## src/rtl/instr_fetch_if.sv

```systemverilog
// Fetch-stage bus bundle: instruction-memory request/response, execute redirect,
// and the IR handshake toward decode.
interface instr_fetch_if;
   logic        imem_req_valid;
   logic        imem_req_ready;
   logic [31:0] imem_req_addr;
   logic        imem_rsp_valid;
   logic [31:0] imem_rsp_data;
   logic        redirect_valid;
   logic [31:0] redirect_pc;
   logic        ir_valid;
   logic        ir_ready;
   logic [31:0] IR;
   logic [31:0] ir_pc;
   logic        fetch_fault;

   modport master (
      output imem_req_valid, imem_req_addr, ir_valid, IR, ir_pc, fetch_fault,
      input  imem_req_ready, imem_rsp_valid, imem_rsp_data,
             redirect_valid, redirect_pc, ir_ready
   );

   modport slave (
      input  imem_req_valid, imem_req_addr, ir_valid, IR, ir_pc, fetch_fault,
      output imem_req_ready, imem_rsp_valid, imem_rsp_data,
             redirect_valid, redirect_pc, ir_ready
   );
endinterface

```

## src/rtl/instr_fetch.sv

```systemverilog
// RV32I instruction fetch: one outstanding word request, wrong-path responses
// drained, fetched word presented as IR/ir_pc over a valid/ready handshake.
module instr_fetch #(
   parameter logic [31:0] RESET_PC = 32'h0000_0000
) (
   input logic           clk,
   input logic           rst_n,
   instr_fetch_if.master bus
);

   typedef enum logic [2:0] {IDLE, FETCH, WAIT, DRAIN, HOLD, FAULT} state_t;

   state_t      state, state_n;
   logic [31:0] pc, pc_n;
   logic [31:0] req_pc, req_pc_n;
   logic [31:0] ir, ir_n;
   logic [31:0] ir_pc, ir_pc_n;
   logic        ir_valid_q, ir_valid_q_n;
   logic        fault, fault_n;
   logic        req_hs;

   assign bus.imem_req_valid = (state == FETCH) && (pc[1:0] == 2'b00);
   assign bus.imem_req_addr  = pc;
   // A redirect kills the held instruction in the same cycle it arrives.
   assign bus.ir_valid       = ir_valid_q && !bus.redirect_valid;
   assign bus.IR             = ir;
   assign bus.ir_pc          = ir_pc;
   assign bus.fetch_fault    = fault;
   assign req_hs             = bus.imem_req_valid && bus.imem_req_ready;

   always_ff @(posedge clk) begin
      if (!rst_n) begin
         state      <= IDLE;
         pc         <= RESET_PC;
         req_pc     <= RESET_PC;
         ir         <= 32'h0000_0013;
         ir_pc      <= RESET_PC;
         ir_valid_q <= 1'b0;
         fault      <= 1'b0;
      end else begin
         state      <= state_n;
         pc         <= pc_n;
         req_pc     <= req_pc_n;
         ir         <= ir_n;
         ir_pc      <= ir_pc_n;
         ir_valid_q <= ir_valid_q_n;
         fault      <= fault_n;
      end
   end

   always_comb begin
      state_n      = state;
      pc_n         = pc;
      req_pc_n     = req_pc;
      ir_n         = ir;
      ir_pc_n      = ir_pc;
      ir_valid_q_n = ir_valid_q;
      fault_n      = fault;

      unique case (state)
         IDLE: state_n = FETCH;

         FETCH: begin
            if (pc[1:0] != 2'b00) begin
               fault_n = 1'b1;
               state_n = FAULT;
            end else if (req_hs) begin
               req_pc_n = pc;
               if (bus.redirect_valid) begin
                  pc_n    = bus.redirect_pc;
                  state_n = DRAIN;
               end else begin
                  state_n = WAIT;
               end
            end else if (bus.redirect_valid) begin
               pc_n = bus.redirect_pc;
            end
         end

         WAIT: begin
            if (bus.imem_rsp_valid && !bus.redirect_valid) begin
               ir_n         = bus.imem_rsp_data;
               ir_pc_n      = req_pc;
               ir_valid_q_n = 1'b1;
               pc_n         = req_pc + 32'd4;
               state_n      = HOLD;
            end else if (bus.imem_rsp_valid) begin
               pc_n    = bus.redirect_pc;
               state_n = FETCH;
            end else if (bus.redirect_valid) begin
               pc_n    = bus.redirect_pc;
               state_n = DRAIN;
            end
         end

         // The in-flight response belongs to an abandoned path; swallow it.
         DRAIN: begin
            if (bus.redirect_valid) pc_n = bus.redirect_pc;
            if (bus.imem_rsp_valid) state_n = FETCH;
         end

         HOLD: begin
            if (bus.redirect_valid) begin
               ir_valid_q_n = 1'b0;
               pc_n         = bus.redirect_pc;
               state_n      = FETCH;
            end else if (bus.ir_ready) begin
               ir_valid_q_n = 1'b0;
               state_n      = FETCH;
            end
         end

         FAULT: begin
            ir_valid_q_n = 1'b0;
            if (bus.redirect_valid) begin
               pc_n = bus.redirect_pc;
               if (bus.redirect_pc[1:0] == 2'b00) begin
                  fault_n = 1'b0;
                  state_n = FETCH;
               end
            end
         end

         default: state_n = IDLE;
      endcase
   end

endmodule

```

## src/flat_wrapper.sv

```systemverilog
// flat-port wrapper written by rule: the top's interface ports become plain ports
module instr_fetch_flat 
#(
   parameter logic [31:0] RESET_PC = 32'h0000_0000
)
  (clk, rst_n, bus_imem_req_valid, bus_imem_req_addr, bus_ir_valid, bus_IR, bus_ir_pc, bus_fetch_fault, bus_imem_req_ready, bus_imem_rsp_valid, bus_imem_rsp_data, bus_redirect_valid, bus_redirect_pc, bus_ir_ready);
  instr_fetch_if bus_i ();
  input logic clk;
  input logic rst_n;
  output wire logic [$bits(bus_i.imem_req_valid)-1:0] bus_imem_req_valid;
  output wire logic [$bits(bus_i.imem_req_addr)-1:0] bus_imem_req_addr;
  output wire logic [$bits(bus_i.ir_valid)-1:0] bus_ir_valid;
  output wire logic [$bits(bus_i.IR)-1:0] bus_IR;
  output wire logic [$bits(bus_i.ir_pc)-1:0] bus_ir_pc;
  output wire logic [$bits(bus_i.fetch_fault)-1:0] bus_fetch_fault;
  input wire logic [$bits(bus_i.imem_req_ready)-1:0] bus_imem_req_ready;
  input wire logic [$bits(bus_i.imem_rsp_valid)-1:0] bus_imem_rsp_valid;
  input wire logic [$bits(bus_i.imem_rsp_data)-1:0] bus_imem_rsp_data;
  input wire logic [$bits(bus_i.redirect_valid)-1:0] bus_redirect_valid;
  input wire logic [$bits(bus_i.redirect_pc)-1:0] bus_redirect_pc;
  input wire logic [$bits(bus_i.ir_ready)-1:0] bus_ir_ready;
  assign bus_imem_req_valid = bus_i.imem_req_valid;
  assign bus_imem_req_addr = bus_i.imem_req_addr;
  assign bus_ir_valid = bus_i.ir_valid;
  assign bus_IR = bus_i.IR;
  assign bus_ir_pc = bus_i.ir_pc;
  assign bus_fetch_fault = bus_i.fetch_fault;
  assign bus_i.imem_req_ready = bus_imem_req_ready;
  assign bus_i.imem_rsp_valid = bus_imem_rsp_valid;
  assign bus_i.imem_rsp_data = bus_imem_rsp_data;
  assign bus_i.redirect_valid = bus_redirect_valid;
  assign bus_i.redirect_pc = bus_redirect_pc;
  assign bus_i.ir_ready = bus_ir_ready;
  instr_fetch #(.RESET_PC(RESET_PC)) u_core (.clk(clk), .rst_n(rst_n), .bus(bus_i));
endmodule
```

## config.mk

```make
export PLATFORM = sky130hd
export DESIGN_NAME = instr_fetch_flat
export DESIGN_NICKNAME = d
export VERILOG_FILES = /design/src/rtl/instr_fetch_if.sv /design/src/rtl/instr_fetch.sv /design/src/flat_wrapper.sv
export SDC_FILE = /design/constraint.sdc
export NUM_CORES = 1
export LEC_CHECK = 0
export CORE_MARGIN = 3
export CORE_UTILIZATION = 45
export CTS_CLUSTER_DIAMETER = 80
export DETAILED_ROUTE_END_ITERATION = 16
export PLACE_DENSITY_LB_ADDON = 0.3
export SETUP_SLACK_MARGIN = 0.05
export SYNTH_ARGS = -nofsm -noshare
export SYNTH_HDL_FRONTEND = slang
export SYNTH_SLANG_ARGS = --single-unit
```

## constraint.sdc

```tcl
create_clock -name clk -period 2.3 [get_ports clk]
set_input_delay 0.23 -clock clk [delete_from_list [all_inputs] [get_ports clk]]
set_output_delay 0.23 -clock clk [all_outputs]
set_load 0.03 [all_outputs]
```

==> impl_metrics.json <==
{
  "outcome": "completed",
  "mappedNetlistArea_sq_um": 5888,
  "setup_tns_ns": 0,
  "syn-instance-count": 734,
  "tightestPinTransition_ns": 0.5452,
  "endpoint_kind": "flop",
  "seq_area_frac_synth_pct": 45.22,
  "worst_hold_slack_ns": 0.3645,
  "clkLatencyLatePin_ns": 0.42,
  "grt_start_max_net_pins": 123,
  "r2r-start": "u_core.req_pc[14]$_SDFFE_PN0P_",
  "p_per_area_nw_per_um2": 822.3,
  "wirelength_um": 18030,
  "max-cap-violations": 0,
  "clock_path_buffers": 2,
  "synth.net_count": 805,
  "dp_worst_setup_slack_ns": 0.1312,
  "fin_util_pct": 65.07,
  "fin_cells": 1077,
  "drive_gt1_share_pct": 8.508,
  "worst_clock_skew_ns": 0.006544,
  "vias": 6140,
  "synth_cell_type_count": 59,
  "hp-class": "primary input to flop",
  "netlist.area_leader.share_pct": 45.22,
  "p_leak_nw": 2.730,
  "gp_congestion": 0.8801,
  "yosysTopAreaCell": "dfxtp_1",
  "ys_ff_latch": 133,
  "drc": 0,
  "setup_viol": 0,
  "slew_viol_final": 0,
  "die_area_sq_um": 14490,
  "period_share_pct": 91.91,
  "fmax_ghz": 0.4731,
  "synth-async-reset-ratio_pct": 0,
  "dominantRegCellSynth": "dfxtp_1",
  "post-dp-hpwl_um": 12340,
  "grt_pass1_vias": 5781,
  "ant_nets": 0,
  "final_cell_mix": "204 x nand2_1, 166 x clkdlybuf4s50_1, 133 x dfxtp_1",
  "wl_per_cell_um": 16.74,
  "n_fill_cell": 1114,
  "start_util_pct": 46.28,
  "drtIter0Drc": 622,
  "core_region_area_sq_um": 12720,
  "die_w_um": 120.4,
  "drt_pass1_iterations": 6,
  "period_needed_ns": 2.114,
  "startpoint": "u_core.req_pc[14]$_SDFFE_PN0P_",
  "avgViaCountPerCell": 5.701,
  "portBuffers": 168,
  "layout_commonest_cell": "nand2_1",
  "peakVddDrop_mv": 0.4584,
  "synth_warnings": 0,
  "relSlewSlack_pct": 63.66,
  "die_h_um": 120.4,
  "cts_buffers": 17,
  "crit_path_start_kind": "flop",
  "synth_enable_flop_cells": 0,
  "root_buffer": "clkbuf_16",
  "syn_area_per_cell_sq_um": 8.022,
  "diodes": 0,
  "cp.required_ns": 2.64,
  "overflow": 0,
  "cts_tree": "yes",
  "syn_to_final_growth_pct": 40.59,
  "grt_first_pass_wirelength_um": 28750,
  "antenna_found_initial": 0,
  "hp-start": "bus_imem_rsp_data[2]",
  "fin_nets": 964,
  "synthTopCellsByArea": "dfxtp_1 45%, nand2_1 13%, a21oi_1 8.6%, a22oi_1 3.7%, clkbuf_1 1.7%",
  "cts_max_level": 4,
  "worst-path-max-fanout": 9,
  "worstSetupPathType": "flop to flop",
  "rsz0062_at_grt": "no",
  "ioPinCount": 169,
  "dpl.cell_count": 1046,
  "critPathArrivalTime_ns": 2.45,
  "worst_slack_ns": 0.1861,
  "clkSinkCount": 133,
  "hold_viol": 0,
  "groute.usage.overall_pct": 24.60,
  "clkTransAtPathRegs_ns": 0.06,
  "fp-row-count": 41
}
[worst max-delay path, stage by stage, from the launching register on]
cell and delay (ns):
dfxtp_1 0.46, nand4_2 0.18, or4_1 0.72, or4_1 0.56, o211ai_1 0.10
[cells in the mapped netlist (7+ instances only)]
master and instances:
nor3_1 8, nor2_1 18, or4_1 12, and3_1 7, or3_1 7, clkbuf_1 27
o21ai_0 16, a21oi_1 101, xnor2_1 7, nand4_1 8, nand3_1 19, inv_1 13
nand2_1 204, o211ai_1 11, dfxtp_1 133, a22oi_1 29, buf_2 20
[layout make-up]
type / count / area, sq um / share of cell area [%]
multi-input combinational: 526 / 2819 / 34.05
clock inverter: 9 / 102.6 / 1.239
inverter: 14 / 53.80 / 0.6499
tap: 172 / 215.2 / 2.600
clock buffer: 22 / 474.2 / 5.729
timing repair buffer: 201 / 1951 / 23.56
sequential: 133 / 2663 / 32.16
[through the flow]
| step | instance area (sq um) | total power, mW |
|---|---|---|
| floorplan | 5888 | 3.569 |
| global placement | 7696 | 4.164 |
| detailed placement | 7696 | 4.200 |
| CTS | 8272 | 6.814 |
| global route | 8278 | 7.076 |
| finish | 8278 | 6.807 |
[logic make-up (layout without fill, tap and decap cells)]
kind of cell,Yosys count,count (layout),share of synthesized area (%)
buffers and inverters,75,246,7.246
muxes,1,1,0.1700
xor gates and xnor gates,7,7,1.041
DFF,133,133,45.22
AOI/OAI and AO/OA,206,206,21.91
adders and majority gates,1,1,0.2125
and+or+nand+nor,311,311,24.20
[routing by layer]
metal | track usage, % | vias up | share of wire, %
met1 | 31.49 | 2896 | 41
met4 | 10.06 | 0 | 2.3
met5 | 0 | - | 0
met3 | 5.659 | 34 | 7.8
li1 | - | 2905 | -
met2 | 40.10 | 305 | 49
[flip-flops by register name (all words and copies together) (netlist names)]
| signal | flops |
|---|---|
| u_core.bus.IR | 32 |
| u_core.bus.imem_req_addr | 32 |
| u_core.bus.ir_pc | 32 |
| u_core.req_pc | 32 |
| u_core.state | 3 |
| u_core.bus.fetch_fault | 1 |
| u_core.ir_valid_q | 1 |
[path summary, 6_finish.rpt]
check                                                                 end  slack (ns)  cells past startpoint
worst min-delay path                        u_core.bus.IR[2]$_SDFFE_PN0N_        0.36                      3
worst max register to register  u_core.bus.imem_req_addr[23]$_SDFFE_PN0P_        0.19                      4
worst min register to register          u_core.bus.ir_pc[26]$_SDFFE_PN0N_        0.45                      2
worst max-delay path            u_core.bus.imem_req_addr[23]$_SDFFE_PN0P_        0.19                      4
[where the power goes]
part,switching (mW),total (mW),internal [mW]
registers,0.178,2.64,2.46
logic,0.908,1.54,0.633
clock network,0.966,2.63,1.66
[timing repair]
action | CTS | global route
setup endpoints to repair | 1 | 1
hold endpoints to repair | 0 | 0
hold buffers | 0 | 0
setup buffers | 0 | 0
resized for setup | 1 | 1
Note: power is estimated with default switching activity, not from simulation.
